### config.mk
export PLATFORM = sky130hd
export DESIGN_NAME = slot_game_ctrl
export DESIGN_NICKNAME = d
export VERILOG_FILES = /design/src/rtl/slot_pkg.sv /design/src/rtl/key_edge.sv /design/src/rtl/slot_game_ctrl.sv
export SDC_FILE = /design/constraint.sdc
export NUM_CORES = 1
export LEC_CHECK = 0
export CORE_UTILIZATION = 58
export DETAILED_ROUTE_END_ITERATION = 12
export GPL_TIMING_DRIVEN = 0
export PLACE_DENSITY = 0.87
export SLEW_MARGIN = 30
export SYNTH_ARGS = -nofsm -noshare
export SYNTH_HDL_FRONTEND = slang
export SYNTH_SLANG_ARGS = --single-unit
### constraint.sdc
create_clock -name clk_i -period 4.2 [get_ports clk_i]
set_input_delay 1.05 -clock clk_i [delete_from_list [all_inputs] [get_ports clk_i]]
set_output_delay 1.05 -clock clk_i [all_outputs]
set_load 0.05 [all_outputs]
### src/rtl/slot_pkg.sv
// Shared definitions for the slot machine: game-state encoding seen by the
// reel stage, credit widths and the saturating credit helper.
package slot_pkg;

  // Credit counter width; the top clamps to a ceiling that fits in it.
  localparam int CREDIT_W = 8;

  // Game state encoding. The reel stage decodes RUN = 2'b10 directly,
  // so these values must not change.
  localparam logic [1:0] ST_IDLE   = 2'b00;
  localparam logic [1:0] ST_ARM    = 2'b01;
  localparam logic [1:0] ST_RUN    = 2'b10;
  localparam logic [1:0] ST_RESULT = 2'b11;

  typedef logic [CREDIT_W-1:0] credit_t;
  // One extra bit so old + coin + payout cannot wrap before clamping.
  typedef logic [CREDIT_W:0]   credit_sum_t;

  // Clamp a widened credit sum to the configured ceiling.
  function automatic credit_t credit_clamp(input credit_sum_t sum,
                                           input credit_t     max_c);
    if (sum > {1'b0, max_c}) begin
      return max_c;
    end
    return sum[CREDIT_W-1:0];
  endfunction

endpackage

### src/rtl/key_edge.sv
// Raw DE1 key conditioner: 2-flop synchroniser, registered falling-edge
// press pulse and the synchronised level (used for release detection).
// The press pulse is high for one cycle, three cycles after the pin falls.
module key_edge
  import slot_pkg::*;
(
  input  logic clk_i,
  input  logic rst_i,
  input  logic key_ni,   // raw key, active-low, asynchronous
  output logic press_o,  // one-cycle pulse per press
  output logic level_o   // synchronised key level (1 = released)
);

  logic [1:0] sync_q;    // [0] first stage, [1] second stage
  logic       prev_q;    // previous synchronised level
  logic       press_q;

  // Synchronise the key, remember the last level and register the press edge.
  always_ff @(posedge clk_i) begin
    if (rst_i) begin
      // NOTE: the synchroniser resets to the released level (1); resetting it
      // to 0 would fake a press-and-release and could start a spin at reset.
      sync_q  <= 2'b11;
      prev_q  <= 1'b1;
      press_q <= 1'b0;
    end else begin
      // NOTE: non-blocking assignments make each stage take the value its
      // predecessor had before the edge; blocking here would collapse the chain.
      sync_q  <= {sync_q[0], key_ni};
      prev_q  <= sync_q[1];
      press_q <= prev_q & ~sync_q[1];
    end
  end

  assign press_o = press_q;
  assign level_o = sync_q[1];

endmodule

### src/rtl/slot_game_ctrl.sv
// Slot machine game controller. Owns the credit counter, turns key presses
// into coin/spin events and sequences IDLE -> ARM -> RUN -> RESULT for the
// downstream reel stage, with a watchdog in RUN and a timed RESULT display.
module slot_game_ctrl
  import slot_pkg::*;
#(
  parameter int unsigned INIT_CREDITS = 10,
  parameter int unsigned BET          = 1,
  parameter int unsigned PAYOUT       = 20,
  parameter int unsigned MAX_CREDITS  = 255,          // must be <= 255
  parameter int unsigned RESULT_HOLD  = 100_000_000,  // 2 s at 50 MHz
  parameter int unsigned RUN_TIMEOUT  = 200_000_000
) (
  input  logic                clk_i,
  input  logic                rst_i,
  input  logic                btn_spin_ni,
  input  logic                btn_coin_ni,
  input  logic                done_i,
  input  logic                win_i,
  output logic [1:0]          state_o,
  output logic [CREDIT_W-1:0] credits_o,
  output logic                win_led_o,
  output logic                no_credit_o,
  output logic                timeout_o
);

  // One counter serves as RUN watchdog and RESULT hold timer, so it is sized
  // for the larger of the two limits.
  localparam int unsigned CNT_MAX = (RESULT_HOLD > RUN_TIMEOUT) ? RESULT_HOLD : RUN_TIMEOUT;
  localparam int unsigned CNT_W   = (CNT_MAX > 2) ? $clog2(CNT_MAX) : 1;

  localparam logic [CNT_W-1:0] RUN_LAST  = CNT_W'(RUN_TIMEOUT - 1);
  localparam logic [CNT_W-1:0] HOLD_LAST = CNT_W'(RESULT_HOLD - 1);

  localparam credit_t     CREDIT_INIT = credit_t'(INIT_CREDITS);
  localparam credit_t     CREDIT_MAX  = credit_t'(MAX_CREDITS);
  localparam credit_t     BET_C       = credit_t'(BET);
  localparam credit_sum_t BET_W       = credit_sum_t'(BET);
  localparam credit_sum_t PAY_W       = credit_sum_t'(PAYOUT);

  // ---------------------------------------------------------------------------
  // Key conditioning
  // ---------------------------------------------------------------------------
  logic spin_press;
  logic spin_level;
  logic coin_press;
  logic coin_level_unused;  // coin needs no release tracking

  key_edge u_spin_key (
    .clk_i   (clk_i),
    .rst_i   (rst_i),
    .key_ni  (btn_spin_ni),
    .press_o (spin_press),
    .level_o (spin_level)
  );

  key_edge u_coin_key (
    .clk_i   (clk_i),
    .rst_i   (rst_i),
    .key_ni  (btn_coin_ni),
    .press_o (coin_press),
    .level_o (coin_level_unused)
  );

  // ---------------------------------------------------------------------------
  // State
  // ---------------------------------------------------------------------------
  logic [1:0]       state_q,   state_d;
  logic [CNT_W-1:0] cnt_q,     cnt_d;
  credit_t          credits_q, credits_d;
  logic             win_led_q, win_led_d;
  logic             timeout_q, timeout_d;

  logic             take_bet;
  logic             take_pay;
  credit_sum_t      credit_sum;

  // Next-state logic for the game sequence and the credit adjustments.
  always_comb begin
    // NOTE: every signal gets a default before the case so no path leaves it
    // unassigned, which would otherwise infer a latch.
    state_d   = state_q;
    cnt_d     = cnt_q + CNT_W'(1);
    win_led_d = win_led_q;
    timeout_d = timeout_q;
    take_bet  = 1'b0;
    take_pay  = 1'b0;

    case (state_q)
      ST_IDLE: begin
        cnt_d = '0;
        // Affordability is judged on the credits before any same-cycle coin.
        if (spin_press && (credits_q >= BET_C)) begin
          take_bet  = 1'b1;
          win_led_d = 1'b0;
          timeout_d = 1'b0;
          state_d   = ST_ARM;
        end
      end

      ST_ARM: begin
        // Wait for the key to be released so a held key cannot re-trigger.
        cnt_d = '0;
        if (spin_level) begin
          state_d = ST_RUN;
        end
      end

      ST_RUN: begin
        // done_i takes priority over a watchdog expiry on the same cycle.
        if (done_i) begin
          state_d = ST_RESULT;
          cnt_d   = '0;
        end else if (cnt_q == RUN_LAST) begin
          state_d   = ST_RESULT;
          cnt_d     = '0;
          timeout_d = 1'b1;
        end
      end

      default: begin  // ST_RESULT
        // win_i is only valid on the first RESULT cycle; a timed-out spin
        // never pays regardless of what the reel stage reports.
        if ((cnt_q == '0) && win_i && !timeout_q) begin
          win_led_d = 1'b1;
          take_pay  = 1'b1;
        end
        if (cnt_q == HOLD_LAST) begin
          state_d = ST_IDLE;
          cnt_d   = '0;
        end
      end
    endcase

    // Coin, payout and bet all land in one widened sum, then clamp.
    credit_sum = {1'b0, credits_q}
               + credit_sum_t'(coin_press)
               + (take_pay ? PAY_W : '0)
               - (take_bet ? BET_W : '0);
    credits_d  = credit_clamp(credit_sum, CREDIT_MAX);
  end

  // Register the game state; reset aborts any spin without refund or payout.
  always_ff @(posedge clk_i) begin
    if (rst_i) begin
      state_q   <= ST_IDLE;
      cnt_q     <= '0;
      credits_q <= CREDIT_INIT;
      win_led_q <= 1'b0;
      timeout_q <= 1'b0;
    end else begin
      state_q   <= state_d;
      cnt_q     <= cnt_d;
      credits_q <= credits_d;
      win_led_q <= win_led_d;
      timeout_q <= timeout_d;
    end
  end

  assign state_o     = state_q;
  assign credits_o   = credits_q;
  assign win_led_o   = win_led_q;
  assign timeout_o   = timeout_q;
  assign no_credit_o = (credits_q < BET_C);

endmodule

==> impl_metrics.ini, run 1 <==
[cts]
cts_buffer_depth = 2
ctsHtreeMaxLevel = 2
postCtsHoldBufs = 0
clock_sinks = 48
cts_made_buffers = 5
clkLatencyLatePin_ps = 300
root_buffer = clkbuf_8
cts_tree = built
path_clk_slew_ps = 80

[floorplan]
dieArea_um2 = 4750
start_util_pct = 62.7
die_y_um = 69.0
core_area_um2 = 4140
io_pins = 19
die_w_um = 69.0
num_rows = 23

[synth]
synth_flop_cell = dfxtp_1
syn_area_per_cell_um2 = 8.25
synth_cells = 315
seq_area_frac_synth_pct = 37.0
syn-cell-area_um2 = 2600
synth.distinct_cells = 41
ys_seq_elements = 48
ys_warn_count = 0
synth_edf_count = 0
synth_fp_nets = 342
async_flop_share_pct = 0

[pwr]
p_leak_nw = 1.16
power_density_nw_per_um2 = 546
combPwrFrac_pct = 51.9
power_frac_seq_pct = 32.9
power_frac_clock_pct = 15.2
internal_power_mw = 0.923
vdd_drop_max_v = 0.000247
swShare_pct = 42.7
switchingPower_mw = 0.687

[timing]
relSlewSlack_pct = 60.4
fmax_mhz = 250
hold_viol = 0
skew_ps = 9.38
period_minus_slack_ps = 4000
tightest_slew_ps = 590
final-setup-viol-count = 0
post-route-period-util_pct = 95.1
worst_slack_ps = 204
drv_slew = 0

[worst_setup_path]
worst-path-max-fanout = 5
path_class = in2reg
critPathRequiredTime_ps = 4400
start_kind = input port
worstPathArrival_ps = 4190
worst_setup_path_end_kind = flop

[placement]
hpwl_um = 3940
port-buffer-count = 18
pre_cts_ws_ps = -488
gp_congestion = 0.903

[detailed_routing]
dr.pass1.iters = 5
dr_wl_met2_um = 2480
drt-total-wl_um = 5260
topRoutingLayerUsed = met4
vias = 2204
vias_per_cell = 5.67
initialDrtViolationCount = 109
dr_wl_met3_um = 226
wl_per_cell_um = 13.5
drc_errors = 0
drt-met1-wl_um = 2450
ant_nets = 0

[global_routing]
grt_pass1_vias = 1940
grt_max_degree = 13
grt_pass1_wl_um = 8580
antenna_found_initial = 0
overflow = 0
grt_use_total_pct = 24.6

[flow_run]
drv_cap = 0

[final_layout]
area_growth_pct = 13.3
fin_nets = 368
drive_above_1_share_pct = 6.78
final_util_pct = 71.1
diodes = 0

[worst_hold_path]
hp-class = reg2reg

[outcome]
outcome = finished, final reports clean
-- power by group through the flow --
| stage | sequential, mW | combinational, mW | clock, mW |
|---|---|---|---|
| 5_1_grt | 0.536 | 0.925 | 0.269 |
| 6_report | 0.530 | 0.836 | 0.244 |
| 4_1_cts | 0.530 | 0.798 | 0.250 |
| 3_3_place_gp | 0.539 | 0.773 | 0 |
| 3_5_place_dp | 0.541 | 0.790 | 0 |
| 2_1_floorplan | 0.650 | 0.493 | 0 |
-- synthesized netlist by cell type, drive strengths merged (2+ instances only) --
cell type  count  area, µm²
nor2          45        169
a21o           2       15.0
nor4           5       31.3
dfxtp         48        961
a2111oi        2       17.5
mux2i          2       20.0
clkbuf         3       11.3
xor2          22        193
inv           29        109
nand2         19       71.3
and2           3       18.8
a211oi         3       22.5
or4            4       30.0
xnor2          9       78.8
a21oi         18       90.1
o21ai          8       40.0
ha            20        250
and4           3       27.5
and3           7       43.8
o31ai          3       22.5
nor3           9       45.0
o21bai         2       15.0
buf            3       17.5
or2            7       43.8
nand3         18       90.1
nand4          8       50.1
o2111ai        2       17.5
-- stage by stage --
stage | TNS [ps] | hold slack, ps | instances | instance area [µm²] | total power [mW]
global placement | -500 | 391 | 383 | 2840 | 1.31
detailed placement | -2080 | 393 | 383 | 2840 | 1.33
finish | 0 | 405 | 389 | 2950 | 1.61
global route | -6.59 | 436 | 389 | 2950 | 1.73
floorplan | 0 | 389 | 315 | 2600 | 1.14
CTS | 0 | 411 | 388 | 2920 | 1.58
-- cell usage in the layout (no fill, tap or decap), types with 2 or more instances in the layout --
cell / Yosys / final
dfxtp_1: 48 / 48
nor2_1: 45 / 45
inv_1: 29 / 29
xor2_1: 22 / 22
nand2_1: 19 / 19
ha_1: 20 / 19
a21oi_1: 18 / 18
nand3_1: 18 / 18
clkdlybuf4s50_1: 0 / 18
xnor2_1: 9 / 9
nor3_1: 9 / 8
nand4_1: 8 / 8
or2_2: 7 / 7
and3_1: 7 / 7
nor4_1: 5 / 5
o21ai_0: 7 / 5
clkbuf_8: 0 / 5
or4_1: 4 / 4
o31ai_1: 3 / 3
and2_1: 3 / 3
clkbuf_1: 3 / 3
o21ai_1: 1 / 3
buf_4: 1 / 2
a21o_1: 2 / 2
a211oi_1: 3 / 2
buf_2: 2 / 2
o21bai_1: 2 / 2
and4_1: 2 / 2
mux2i_1: 2 / 2
-- sequential cells by signal, summed over array words and instances, names as in the netlist --
signal / flops
u_coin_key.press_o: 1
cnt_q: 28
credits_o: 8
timeout_o: 1
u_spin_key.prev_q: 1
win_led_o: 1
u_coin_key.sync_q: 2
u_coin_key.prev_q: 1
u_spin_key.sync_q: 2
u_spin_key.press_o: 1
state_o: 2
-- routing by layer --
layer  GRT usage [%]  vias to the layer above
met5               0                        -
met1            30.4                     1010
met2            41.6                       57
li1                -                     1125
met3            5.26                       12
met4            9.44                        0
-- critical path, cell delays in order --
cell             delay, ps
clkdlybuf4s50_1        460
nand2_1                 60
nor3_1                 160
nand4_1                170
nor3_2                 220
nand2_1                140
ha_1                   300
inv_1                   40
ha_2                   370
o21ai_1                 90
o21ai_1                190
o2111ai_2              190
nor3b_1                180
o211a_1                230
a2111oi_1              320
-- kinds of logic (layout without fill, tap and decap cells) --
group,after synthesis,in the layout,synth area share [%]
AO/OA/AOI/OAI,45,45,10.9
adder cells (fa/ha/maj),21,21,10.4
multiplexers,2,2,0.770
AND/OR/NAND/NOR,133,133,25.2
flip-flops,48,48,37.0
XOR/XNOR,31,31,10.4
buffers and inverters,35,59,5.29
-- layout make-up --
class / count / area [µm²]
multi-input combinational: 232 / 1530
fill: 326 / 1200
sequential: 48 / 961
timing repair buffer: 19 / 188
inverter: 29 / 109
clock buffer: 5 / 68.8
tap: 50 / 62.6
buffer: 6 / 28.8
-- path summary, 6_finish.rpt --
check	slack, ps	cells past startpoint	start	endpoint
worst max-delay path	200	15	win_i	credits_o[7]
worst min-delay path	410	2	u_coin_key.prev_q	u_coin_key.press_o
worst max register to register	470	13	credits_o[1]	credits_o[7]
worst min register to register	410	2	u_coin_key.prev_q	u_coin_key.press_o
-- timing repair --
item,CTS,global route
endpoints found under the hold margin,0,0
endpoints found under the setup margin,1,1
gates resized for setup,2,7
pin swaps,1,3
buffers inserted,0,1
(Power assumes the default switching activity.)
==> inputs of run 2 (changes only) <==
--- a/config.mk
+++ b/config.mk
@@ -5,10 +5,10 @@
 export SDC_FILE = /design/constraint.sdc
 export NUM_CORES = 1
 export LEC_CHECK = 0
-export CORE_UTILIZATION = 58
+export CORE_UTILIZATION = 49
 export DETAILED_ROUTE_END_ITERATION = 12
 export GPL_TIMING_DRIVEN = 0
-export PLACE_DENSITY = 0.87
+export PLACE_DENSITY = 0.77
 export SLEW_MARGIN = 30
 export SYNTH_ARGS = -nofsm -noshare
 export SYNTH_HDL_FRONTEND = slang
==> run 2 against run 1 <==
Worst setup slack better by 63 ps. Global-route usage down 3.9 points. Via count grew 0.86%. Final cell count is 5.7% higher. Highest routed layer unchanged. Combinational power shrank 1%.
==> impl_metrics.ini, run 2 (synthesis results as in run 1) <==
[detailed_routing]
wl_per_cell_um = 12.9
drt-total-wl_um = 5290
vias = 2223
drc_errors = 0
vias_per_cell = 5.41
ant_nets = 0
dr.pass1.iters = 4
initialDrtViolationCount = 71

[cts]
postCtsHoldBufs = 0
clkLatencyLatePin_ps = 300
ctsHtreeMaxLevel = 2
cts_buffer_depth = 2
cts_tree = built
cts_made_buffers = 5
clock_sinks = 48
path_clk_slew_ps = 90
root_buffer = clkbuf_8

[final_layout]
area_growth_pct = 14.7
final_cell_mix = dfxtp_1, nor2_1, inv_1, xor2_1
diodes = 0
fin_area_um2 = 2980
top_register = cnt_q
largest_reg_flops = 28
fin_nets = 367
drive_above_1_share_pct = 7.33
final_common_cell = dfxtp_1

[pwr]
power_mw = 1.63
vdd_drop_max_v = 0.000283
swShare_pct = 42.9
switchingPower_mw = 0.697
power_frac_seq_pct = 32.6
power_density_nw_per_um2 = 545
internal_power_mw = 0.929
power_frac_clock_pct = 16.5
combPwrFrac_pct = 50.8
p_leak_nw = 1.17

[placement]
gp_congestion = 0.857
hpwl_um = 4000
port-buffer-count = 18
dpl_cell_area_um2 = 2870
pre_cts_ws_ps = -378

[flow_run]
drv_cap = 0

[global_routing]
overflow = 0
grt_use_total_pct = 20.7
grt_max_degree = 16
grt_pass1_wl_um = 8780
grt_pass1_vias = 2028
antenna_found_initial = 0

[timing]
period_minus_slack_ps = 3930
relSlewSlack_pct = 57.0
hold_viol = 0
final-setup-viol-count = 0
drv_slew = 0
rsz0062_at_grt = false
skew_ps = 14.8
worst_slack_ps = 267
setup-tns-final_ps = 0
fmax_mhz = 254
tightest_slew_ps = 640
post-route-period-util_pct = 93.6
hold_slack_ps = 399

[floorplan]
num_rows = 26
dieArea_um2 = 5600
start_util_pct = 50.9
die_y_um = 74.8
core_area_um2 = 5110
io_pins = 19
die_w_um = 74.8

[worst_setup_path]
start_kind = input port
worst-path-max-fanout = 5
rrSetupSlack_ps = 500
critPathRequiredTime_ps = 4400
worstReg2RegStart = credits_o[1]
r2r-end = credits_o[7]
max_stage_delay_ps = 450
path_class = in2reg
worstPathArrival_ps = 4130
reg2regPathDepth = 13
slowest_stage = clkdlybuf4s50_1
worst_setup_path_end_kind = flop
worstPathCellList = clkdlybuf4s50_1, nand2_1, nor3_1, nand4_1, nor3_2, nand2_1, ha_1, inv_1, ha_2, o21ai_0, o21ai_0, o2111ai_2, nor3b_1, o211a_1, a2111oi_1

[worst_hold_path]
min_to = u_coin_key.sync_q[1]
hp-class = reg2reg
hp-start = u_coin_key.sync_q[0]
holdPathStages = 1

[outcome]
outcome = finished, final reports clean
run 2: changes by cell type in the layout (fill, tap and decap cells not counted), sizes merged:
cell,previous run,this run
clkinv,0,3
buf,4,3
run 2: final cells by class:
type	instances	area (µm²)
clock buffer	5	68.8
clock inverter	3	18.8
inverter	29	109
fill	481	2130
sequential	48	961
timing repair buffer	18	180
tap	70	87.6
multi-input combinational	232	1530
buffer	6	28.8
run 2: per-stage QoR:
step	util [%]	cells
4_1_cts	58.0	411
5_1_grt	58.4	411
3_5_place_dp	56.1	403
6_report	58.4	411
2_1_floorplan	-	315
3_3_place_gp	56.1	403
run 2: worst max-delay path by stage:
| stage | to | depth (start not counted) | slack [ps] | start |
|---|---|---|---|---|
| floorplan | credits_o[7] | 13 | 460 | credits_o[1] |
| global placement | credits_o[7] | 15 | -330 | win_i |
| detailed placement | credits_o[7] | 15 | -380 | win_i |
| CTS | credits_o[7] | 15 | 30 | win_i |
| global route | credits_o[7] | 15 | 3 | win_i |
| finish | credits_o[7] | 15 | 270 | win_i |
run 2: worst max-delay path: cells and delay by family:
family,cells,cell delay (ps)
adder cells (fa/ha/maj),2,660
AND/OR/NAND/NOR,6,840
buffers and inverters,2,490
AO/OA/AOI/OAI,5,1090
run 2: what timing repair did:
| action | 4_1_cts | 5_1_grt |
|---|---|---|
| resized for setup | 1 | 6 |
| setup buffers | 0 | 0 |
| pin swaps | 0 | 2 |
| hold endpoints to repair | 0 | 0 |
| setup endpoints to repair | 1 | 7 |
run 2: routing by layer:
| layer | part of all wire [%] | global-route usage [%] |
|---|---|---|
| met5 | 0 | 0 |
| met3 | 3.6 | 4.15 |
| met2 | 48 | 34.4 |
| met4 | 1.9 | 8.81 |
| met1 | 46 | 26.3 |
run 2: power groups by stage:
| stage | clock network [mW] | registers (mW) | logic, mW |
|---|---|---|---|
| after floorplan | 0 | 0.650 | 0.493 |
| after global placement | 0 | 0.540 | 0.777 |
| after detailed placement | 0 | 0.541 | 0.782 |
| after CTS | 0.283 | 0.531 | 0.786 |
| after global routing | 0.300 | 0.536 | 0.922 |
| final | 0.269 | 0.530 | 0.827 |
==> inputs of run 3 (changes only) <==
--- a/config.mk
+++ b/config.mk
@@ -5,6 +5,7 @@
 export SDC_FILE = /design/constraint.sdc
 export NUM_CORES = 1
 export LEC_CHECK = 0
+export ABC_CLOCK_PERIOD_IN_PS = 4200
 export CORE_UTILIZATION = 49
 export DETAILED_ROUTE_END_ITERATION = 12
 export GPL_TIMING_DRIVEN = 0
==> results of run 3 <==
Same layout as run 2: the final DEF is identical, and so are final timing and power.
